`src/rtl/vga_timing_if.sv`:
```
// vga_timing_if: pixel-enable input and raster timing outputs of the VGA timing generator.
interface vga_timing_if;
  logic       i_pix_en;
  logic [9:0] o_hpos;
  logic [9:0] o_vpos;
  logic       o_visible;
  logic       o_hsync;
  logic       o_vsync;
  logic       o_line_start;
  logic       o_frame_start;
  modport master (
    input  i_pix_en,
    output o_hpos, o_vpos, o_visible, o_hsync, o_vsync, o_line_start, o_frame_start
  );
  modport slave (
    output i_pix_en,
    input  o_hpos, o_vpos, o_visible, o_hsync, o_vsync, o_line_start, o_frame_start
  );
endinterface

```
`src/rtl/vga_timing.sv`:
```
// vga_timing: raster counters with registered visible/sync/line/frame markers, all aligned to the counters.
module vga_timing #(
  parameter int H_VISIBLE       = 640,
  parameter int H_FRONT         = 16,
  parameter int H_SYNC          = 96,
  parameter int H_BACK          = 48,
  parameter int V_VISIBLE       = 480,
  parameter int V_FRONT         = 10,
  parameter int V_SYNC          = 2,
  parameter int V_BACK          = 33,
  parameter int SYNC_ACTIVE_LOW = 1
) (
  input logic          i_clk,
  input logic          i_rst_n,
  vga_timing_if.master vga
);
  localparam int H_TOTAL = H_VISIBLE + H_FRONT + H_SYNC + H_BACK;
  localparam int V_TOTAL = V_VISIBLE + V_FRONT + V_SYNC + V_BACK;
  localparam logic [9:0] H_LAST   = 10'(H_TOTAL - 1);
  localparam logic [9:0] V_LAST   = 10'(V_TOTAL - 1);
  localparam logic [9:0] H_VIS    = 10'(H_VISIBLE);
  localparam logic [9:0] V_VIS    = 10'(V_VISIBLE);
  localparam logic [9:0] HS_FIRST = 10'(H_VISIBLE + H_FRONT);
  localparam logic [9:0] HS_LAST  = 10'(H_VISIBLE + H_FRONT + H_SYNC - 1);
  localparam logic [9:0] VS_FIRST = 10'(V_VISIBLE + V_FRONT);
  localparam logic [9:0] VS_LAST  = 10'(V_VISIBLE + V_FRONT + V_SYNC - 1);
  localparam logic       SYNC_IDLE = SYNC_ACTIVE_LOW != 0;
  logic [9:0] hpos_q, hpos_d, vpos_q, vpos_d, hpos_n, vpos_n;
  logic       visible_q, visible_d, hsync_q, hsync_d, vsync_q, vsync_d;
  logic       line_start_q, line_start_d, frame_start_q, frame_start_d, h_wrap;
  // Outputs are decoded from the next counter values so they land on the same edge as the counters.
  always_comb begin
    h_wrap        = hpos_q == H_LAST;
    hpos_n        = h_wrap ? '0 : hpos_q + 10'd1;
    vpos_n        = !h_wrap ? vpos_q : (vpos_q == V_LAST ? '0 : vpos_q + 10'd1);
    hpos_d        = vga.i_pix_en ? hpos_n : hpos_q;
    vpos_d        = vga.i_pix_en ? vpos_n : vpos_q;
    visible_d     = hpos_d < H_VIS && vpos_d < V_VIS;
    hsync_d       = SYNC_IDLE ^ (hpos_d >= HS_FIRST && hpos_d <= HS_LAST);
    vsync_d       = SYNC_IDLE ^ (vpos_d >= VS_FIRST && vpos_d <= VS_LAST);
    line_start_d  = vga.i_pix_en && h_wrap;
    frame_start_d = line_start_d && vpos_q == V_LAST;
  end
  always_ff @(posedge i_clk or negedge i_rst_n) begin
    if (!i_rst_n) begin
      hpos_q        <= H_LAST;
      vpos_q        <= V_LAST;
      visible_q     <= 1'b0;
      hsync_q       <= SYNC_IDLE;
      vsync_q       <= SYNC_IDLE;
      line_start_q  <= 1'b0;
      frame_start_q <= 1'b0;
    end else begin
      hpos_q        <= hpos_d;
      vpos_q        <= vpos_d;
      visible_q     <= visible_d;
      hsync_q       <= hsync_d;
      vsync_q       <= vsync_d;
      line_start_q  <= line_start_d;
      frame_start_q <= frame_start_d;
    end
  end
  assign vga.o_hpos        = hpos_q;
  assign vga.o_vpos        = vpos_q;
  assign vga.o_visible     = visible_q;
  assign vga.o_hsync       = hsync_q;
  assign vga.o_vsync       = vsync_q;
  assign vga.o_line_start  = line_start_q;
  assign vga.o_frame_start = frame_start_q;
endmodule

```
`src/flat_wrapper.sv`:
```
// flat-port wrapper written by rule: the top's interface ports become plain ports
module vga_timing_flat 
#(
  parameter int H_VISIBLE       = 640,
  parameter int H_FRONT         = 16,
  parameter int H_SYNC          = 96,
  parameter int H_BACK          = 48,
  parameter int V_VISIBLE       = 480,
  parameter int V_FRONT         = 10,
  parameter int V_SYNC          = 2,
  parameter int V_BACK          = 33,
  parameter int SYNC_ACTIVE_LOW = 1
)
  (i_clk, i_rst_n, vga_i_pix_en, vga_o_hpos, vga_o_vpos, vga_o_visible, vga_o_hsync, vga_o_vsync, vga_o_line_start, vga_o_frame_start);
  vga_timing_if vga_i ();
  input logic i_clk;
  input logic i_rst_n;
  input wire logic [$bits(vga_i.i_pix_en)-1:0] vga_i_pix_en;
  output wire logic [$bits(vga_i.o_hpos)-1:0] vga_o_hpos;
  output wire logic [$bits(vga_i.o_vpos)-1:0] vga_o_vpos;
  output wire logic [$bits(vga_i.o_visible)-1:0] vga_o_visible;
  output wire logic [$bits(vga_i.o_hsync)-1:0] vga_o_hsync;
  output wire logic [$bits(vga_i.o_vsync)-1:0] vga_o_vsync;
  output wire logic [$bits(vga_i.o_line_start)-1:0] vga_o_line_start;
  output wire logic [$bits(vga_i.o_frame_start)-1:0] vga_o_frame_start;
  assign vga_i.i_pix_en = vga_i_pix_en;
  assign vga_o_hpos = vga_i.o_hpos;
  assign vga_o_vpos = vga_i.o_vpos;
  assign vga_o_visible = vga_i.o_visible;
  assign vga_o_hsync = vga_i.o_hsync;
  assign vga_o_vsync = vga_i.o_vsync;
  assign vga_o_line_start = vga_i.o_line_start;
  assign vga_o_frame_start = vga_i.o_frame_start;
  vga_timing #(.H_VISIBLE(H_VISIBLE), .H_FRONT(H_FRONT), .H_SYNC(H_SYNC), .H_BACK(H_BACK), .V_VISIBLE(V_VISIBLE), .V_FRONT(V_FRONT), .V_SYNC(V_SYNC), .V_BACK(V_BACK), .SYNC_ACTIVE_LOW(SYNC_ACTIVE_LOW)) u_core (.i_clk(i_clk), .i_rst_n(i_rst_n), .vga(vga_i));
endmodule
```
`config.mk`:
```
export PLATFORM = sky130hd
export DESIGN_NAME = vga_timing_flat
export DESIGN_NICKNAME = d
export VERILOG_FILES = /design/src/rtl/vga_timing_if.sv /design/src/rtl/vga_timing.sv /design/src/flat_wrapper.sv
export SDC_FILE = /design/constraint.sdc
export NUM_CORES = 1
export LEC_CHECK = 0
export ABC_CLOCK_PERIOD_IN_PS = 4100
export BUFFER_PORTS_ARGS = -buffer_cell sky130_fd_sc_hd__buf_2
export CORE_MARGIN = 2
export CORE_UTILIZATION = 57
export DETAILED_ROUTE_END_ITERATION = 10
export PLACE_DENSITY_LB_ADDON = 0.05
export SYNTH_ARGS = -nofsm -noshare
export SYNTH_HDL_FRONTEND = slang
export SYNTH_SLANG_ARGS = --single-unit
```
`constraint.sdc`:
```
create_clock -name i_clk -period 4.1 [get_ports i_clk]
set_clock_uncertainty 0.1 [all_clocks]
set_input_delay 0.205 -clock i_clk [delete_from_list [all_inputs] [get_ports i_clk]]
set_output_delay 0.205 -clock i_clk [all_outputs]
set_load 0.05 [all_outputs]
```
Word-level counts from Yosys, hierarchy flattened

Cells that the tools add are included.

Register bits after elaboration: 25
Bits of input ports: 3

Add/subtract/negate cells: 2
Order comparisons: 6
Eq/ne operators: 2
Muxes and demuxes: 5
Bitwise logic cells: 2
Reductions and logical operators: 5

Operators with widths:

| kind                                                                                  | number |
|---|---|
| 10-bit two-way mux                                                                    | 5 |
| 10-bit by 1-bit adder with 10-bit output (second input constant)                      | 2 |
| 10-bit equality test (second input constant)                                          | 2 |
| 10-bit greater-or-equal comparator (second input constant)                            | 1 |
| 10-bit by 9-bit greater-or-equal comparator with 1-bit output (second input constant) | 1 |
| 10-bit less-or-equal comparator (second input constant)                               | 1 |
| 10-bit by 9-bit less-or-equal comparator with 1-bit output (second input constant)    | 1 |
| 10-bit < comparator (second input constant)                                           | 1 |
| 10-bit by 9-bit < comparator with 1-bit output (second input constant)                | 1 |
| 1-bit logical AND                                                                     | 5 |
| 1-bit inverter                                                                        | 2 |

Longest topological paths before layout

Depth in word-level cells: 7
Depth in mapped cells: 9
Gate-level depth less buffers: 7

Worst setup path before layout

No wires, ideal clock.

Path kind: register -> register
Start: reg u_core.hpos_q[0], in the netlist u_core.vga.o_hpos[0]
End: reg u_core.visible_q, in the netlist u_core.vga.o_visible
Library setup time: 0.139 ns
Arrival time: 2.263 ns
Data required time: 3.861 ns
Slack: 1.598 ns
Cell stages (with the launch flop): 8
Clock period less this slack: 2.502 ns
Cells stage by stage: dfstp_2 > ha_1 > and2_1 > buf_6 > nand4_4 > or4_4 > a222oi_1 > a211oi_1

Cells in the longest elaborated chain, start to end: 5
Elaborated cells between the ends (all ways): 9
Those cells by class: add/sub: 1; order compare: 2; eq/ne: 1; mux: 4; reduce/logical: 1

Ends and longest elaborated chain:

| element                                                                               | RTL line                           | text |
|---|---|---|
| start: declaration                                                                    | vga_timing.sv:28                   | `logic [9:0] hpos_q, hpos_d, vpos_q, vpos_d, hpos_n, vpos_n;` |
| start signal: assignment                                                              | vga_timing.sv:54                   | `hpos_q <= hpos_d;` |
| 10-bit by 1-bit adder with 10-bit output or 10-bit equality test (tied branches)      | vga_timing.sv:34, vga_timing.sv:33 |  |
| 10-bit two-way mux (on tied branches)                                                 | vga_timing.sv:34, vga_timing.sv:35 |  |
| 10-bit two-way mux (on tied branches)                                                 | vga_timing.sv:36, vga_timing.sv:37 |  |
| 10-bit < comparator or 10-bit by 9-bit < comparator with 1-bit output (tied branches) | vga_timing.sv:38                   | `visible_d = hpos_d < H_VIS && vpos_d < V_VIS;` |
| 1-bit logical AND (*)                                                                 | vga_timing.sv:38                   |  |
| via u_core.visible_d                                                                  | vga_timing.sv:29                   | `logic visible_q, visible_d, hsync_q, hsync_d, vsync_q, vsync_d;` |
| end signal: assignment                                                                | vga_timing.sv:56                   | `visible_q <= visible_d;` |
| end: declaration                                                                      | vga_timing.sv:29                   |  |

The timed path passes the listed nets; every way through them passes the cells marked *.

Worst setup path in the final report

Same ends and word-level chain as after synthesis.

==> impl_summary.log <==
INFO  metric synth.top_cell.area_share = 24.4%
INFO  metric n_antenna_cell = 0
INFO  metric yosys.area_share.simple = between 20% and 30%
INFO  metric worstPathBufferInverterCount = 0
INFO  metric synth_compound_gate_area_share = roughly an eighth
INFO  metric synth_largest_area_cell = dfrtp_1
INFO  metric synth_edf_count = 0
INFO  metric final_cell_count_no_fill = 188
INFO  metric setup_violations = 0
INFO  metric cp.required = 4210 ps
INFO  metric r2r_start = u_core.vga.o_hpos[0]
INFO  metric hp-start = vga_i_pix_en
INFO  metric drt_pre_antenna_iters = 4
INFO  metric post_synth_most_frequent_cells = nand2_1, dfrtp_1, dfstp_2, nand3_1, inv_1
INFO  metric hold-path-endpoint = u_core.vga.o_hpos[2]
INFO  metric static_leak = around 0.0007 uW
INFO  metric first_global_vias = 1072
INFO  metric drt_iter0_markers = 20
INFO  metric post_cts.repair.setup_buffers = 0
INFO  metric finalHoldViolations = 0
INFO  metric hold_buffers = 1
INFO  metric crit_end_category = register
INFO  metric final-max-slew-violation-count = 0
INFO  metric worst-r2r-setup-slack = 1460 ps
INFO  metric route.antenna.remaining_nets = 0
INFO  metric timing.setup.critical_path_class = reg -> reg
INFO  metric synthesis.area_per_instance = 10.1 um2
INFO  metric postSynthCellCount = approximately 130
INFO  metric critPathArrivalTime = 2740 ps
INFO  metric syn-num-nets = between 100 and 150
INFO  metric grt_first_pass_wirelength = between 4000 and 5000 um
INFO  metric gr-total-overflow = 0
INFO  metric syn_to_final_growth = 13.9%
INFO  metric worst_pin_slew = about 540 ps
INFO  metric unrepaired_setup_endpoints_after_global_routing = false
INFO  metric clk_pin_slew_worst_paths = 140 ps
INFO  metric synth-seq-cells = 25
INFO  metric final.fill_count = about 180
INFO  metric cts-root-to-sink-buffers = 2
INFO  metric die_width = 52.4 um
INFO  metric crit_slowest_cell = dfstp_2
INFO  metric flip_flop_cell_with_the_highest_count_after_synthesis = dfrtp_1
INFO  metric r2r-end = u_core.vga.o_visible
INFO  metric synth.lib_cells_used.distinct = 40
INFO  metric yosys.area_share.adder = under 10%
INFO  metric worst_hold_path_type = in -> reg
INFO  metric cts_tree = built
INFO  metric max_freq = 379 MHz
INFO  metric final_core_utilization = 68.7%
INFO  metric setup_tns = 0 ps
INFO  metric vdd_drop_max = roughly 0.58 mV
INFO  metric timing.slew.headroom = 64.2%
INFO  metric synth_xor_area_share = 5.25%
INFO  metric die_h = 52.4 um
INFO  metric placed_cells = 183
INFO  metric half_perimeter_wire_length_after_detailed_placement = 2060 um
INFO  metric vias = 1169
INFO  metric synth_most_common_cell = nand2_1
INFO  metric post_cts_resize_count = 0
INFO  metric grtUsageTotal = 23.5%
INFO  metric min_period_over_period = 64.3%
INFO  metric max_stage_delay = 600 ps
INFO  metric detail_route.wl_per_cell = between 10 and 15 um
INFO  metric routabilityCongestion = 0.846
INFO  metric synth_area = 1330 um2
INFO  metric htree_num_levels = 1
INFO  metric async_reset_ff_share = 100%
INFO  metric ys_seq_area_share = 48.0%
INFO  metric timing.reg2reg.worst_path_depth = 6
INFO  metric maxCapViolations = 0
INFO  metric antenna_found_initial = 0
INFO  metric tritoncts.num_buffers = 3
INFO  metric worst_hold_slack = 58.7 ps
INFO  metric synthMuxAreaShare = less than 1%
INFO  metric path_cells = ha_1 > and2_1 > nand4_4 > or4_4 > a222oi_1 > a211oi_1
INFO  metric die_area = approximately 2700 um2
INFO  metric critPathLaunchType = register
INFO  metric synth.yosys.warnings = 0
INFO  metric netlist_top_cells_area = dfrtp_1, dfstp_2, nand3_1
INFO  metric num_io_pins = 28
INFO  metric final_layout_size_suffix_gt1_share = 30.0%
INFO  metric power-per-cell-area = about 470 nW/um2
INFO  metric port_buffers = 27
INFO  metric initial_core_util = 60.3%
INFO  metric wl = 2810 um
INFO  metric worst-path-max-fanout = 16
INFO  metric post-route-min-period = 2640 ps
INFO  metric outcome = finished, final reports clean
INFO  metric critPathTopFamily = simple AND/OR/NAND/NOR gates
INFO  metric synth_top_family_by_area = simple AND/OR/NAND/NOR gates
INFO  metric routed_via_density = 6.22
INFO  metric cts.root.buffer_cell = clkbuf_4
INFO  metric rows = 17
INFO  metric worstHoldPathCells = 3
INFO  metric drc = 0
INFO  metric nNetsFinal = 167
INFO  metric clock-sinks = 25
INFO  metric core-area = 2210 um2
INFO  metric grt_max_degree = 26
INFO  metric clock_latency = 320 ps
how the worst max path moves through the flow:
stage                    startpoint              endpoint  slack [ps]  cells after the start
5_1_grt        u_core.vga.o_hpos[0]  u_core.vga.o_visible        1250                      6
3_3_place_gp   u_core.vga.o_hpos[0]  u_core.vga.o_visible        1570                      6
2_1_floorplan  u_core.vga.o_hpos[0]  u_core.vga.o_visible        1600                      7
4_1_cts        u_core.vga.o_hpos[0]  u_core.vga.o_visible        1480                      6
6_report       u_core.vga.o_hpos[0]  u_core.vga.o_visible        1460                      6
3_5_place_dp   u_core.vga.o_hpos[0]  u_core.vga.o_visible        1500                      6
per-stage QoR:
step           power, uW  instance area (um2)  setup slack, ps
3_3_place_gp         599                 1480             1570
2_1_floorplan        552                 1330             1600
6_report             717                 1520             1460
5_1_grt              751                 1520             1250
3_5_place_dp         610                 1480             1500
4_1_cts              719                 1520             1480
sequential cells by signal, summed over array words and instances, names as in the netlist:
signal                    cells
u_core.vga.o_frame_start      1
u_core.vga.o_hpos            10
u_core.vga.o_hsync            1
u_core.vga.o_line_start       1
u_core.vga.o_visible          1
u_core.vga.o_vpos            10
u_core.vga.o_vsync            1
routing by layer:
layer  GRT usage [%]  up-vias  part of all wire, %  wire (um)
li1                -      544                    -          -
met2            37.7       40                   47       1310
met1            33.2      581                   46       1300
met5               0        -                    0          0
met4            7.26        0                 0.96         27
met3            2.57        4                  5.9        166
where the power goes:
part	switching, uW	internal, uW	leakage [uW]
Sequential	49.2	300	0.000296
Combinational	191	66.3	0.000389
Clock	74.0	36.5	0.0000177
cells by family (layout without fill, tap and decap cells):
kind of cell               count (synthesis)  in the layout
xor gates and xnor gates                   8              8
DFF                                       25             25
adders and majority gates                  3              3
AOI/OAI and AO/OA                         25             25
and+or+nand+nor                           58             58
buffers and inverters                     12             40
muxes                                      1              1
tightest hold or removal path, cell delays in order:
cell	delay (ps)
buf_2	140
nand2_1	90
xnor2_1	60
placed cells by master (no fill, tap or decap), types with 4 or more instances in the layout:
master   instances
buf_2           27
xnor2_1          6
nand4_1          5
dfrtp_1         13
nand3_1         11
inv_1            8
nor2_1           4
dfstp_2         12
o21ai_0          6
or3_1            4
nand2_1         14
final cells by class:
| type | count | area (um2) | area share [%] |
|---|---|---|---|
| Timing Repair Buffer | 28 | 145 | 9.56 |
| Sequential cell | 25 | 641 | 42.2 |
| Inverter | 8 | 30.0 | 1.98 |
| Multi-Input combinational cell | 95 | 641 | 42.2 |
| Clock buffer | 3 | 22.5 | 1.48 |
| Clock inverter | 1 | 5.00 | 0.329 |
| Tap cell | 28 | 35.0 | 2.31 |
Power figures use the tool's default switching activity.
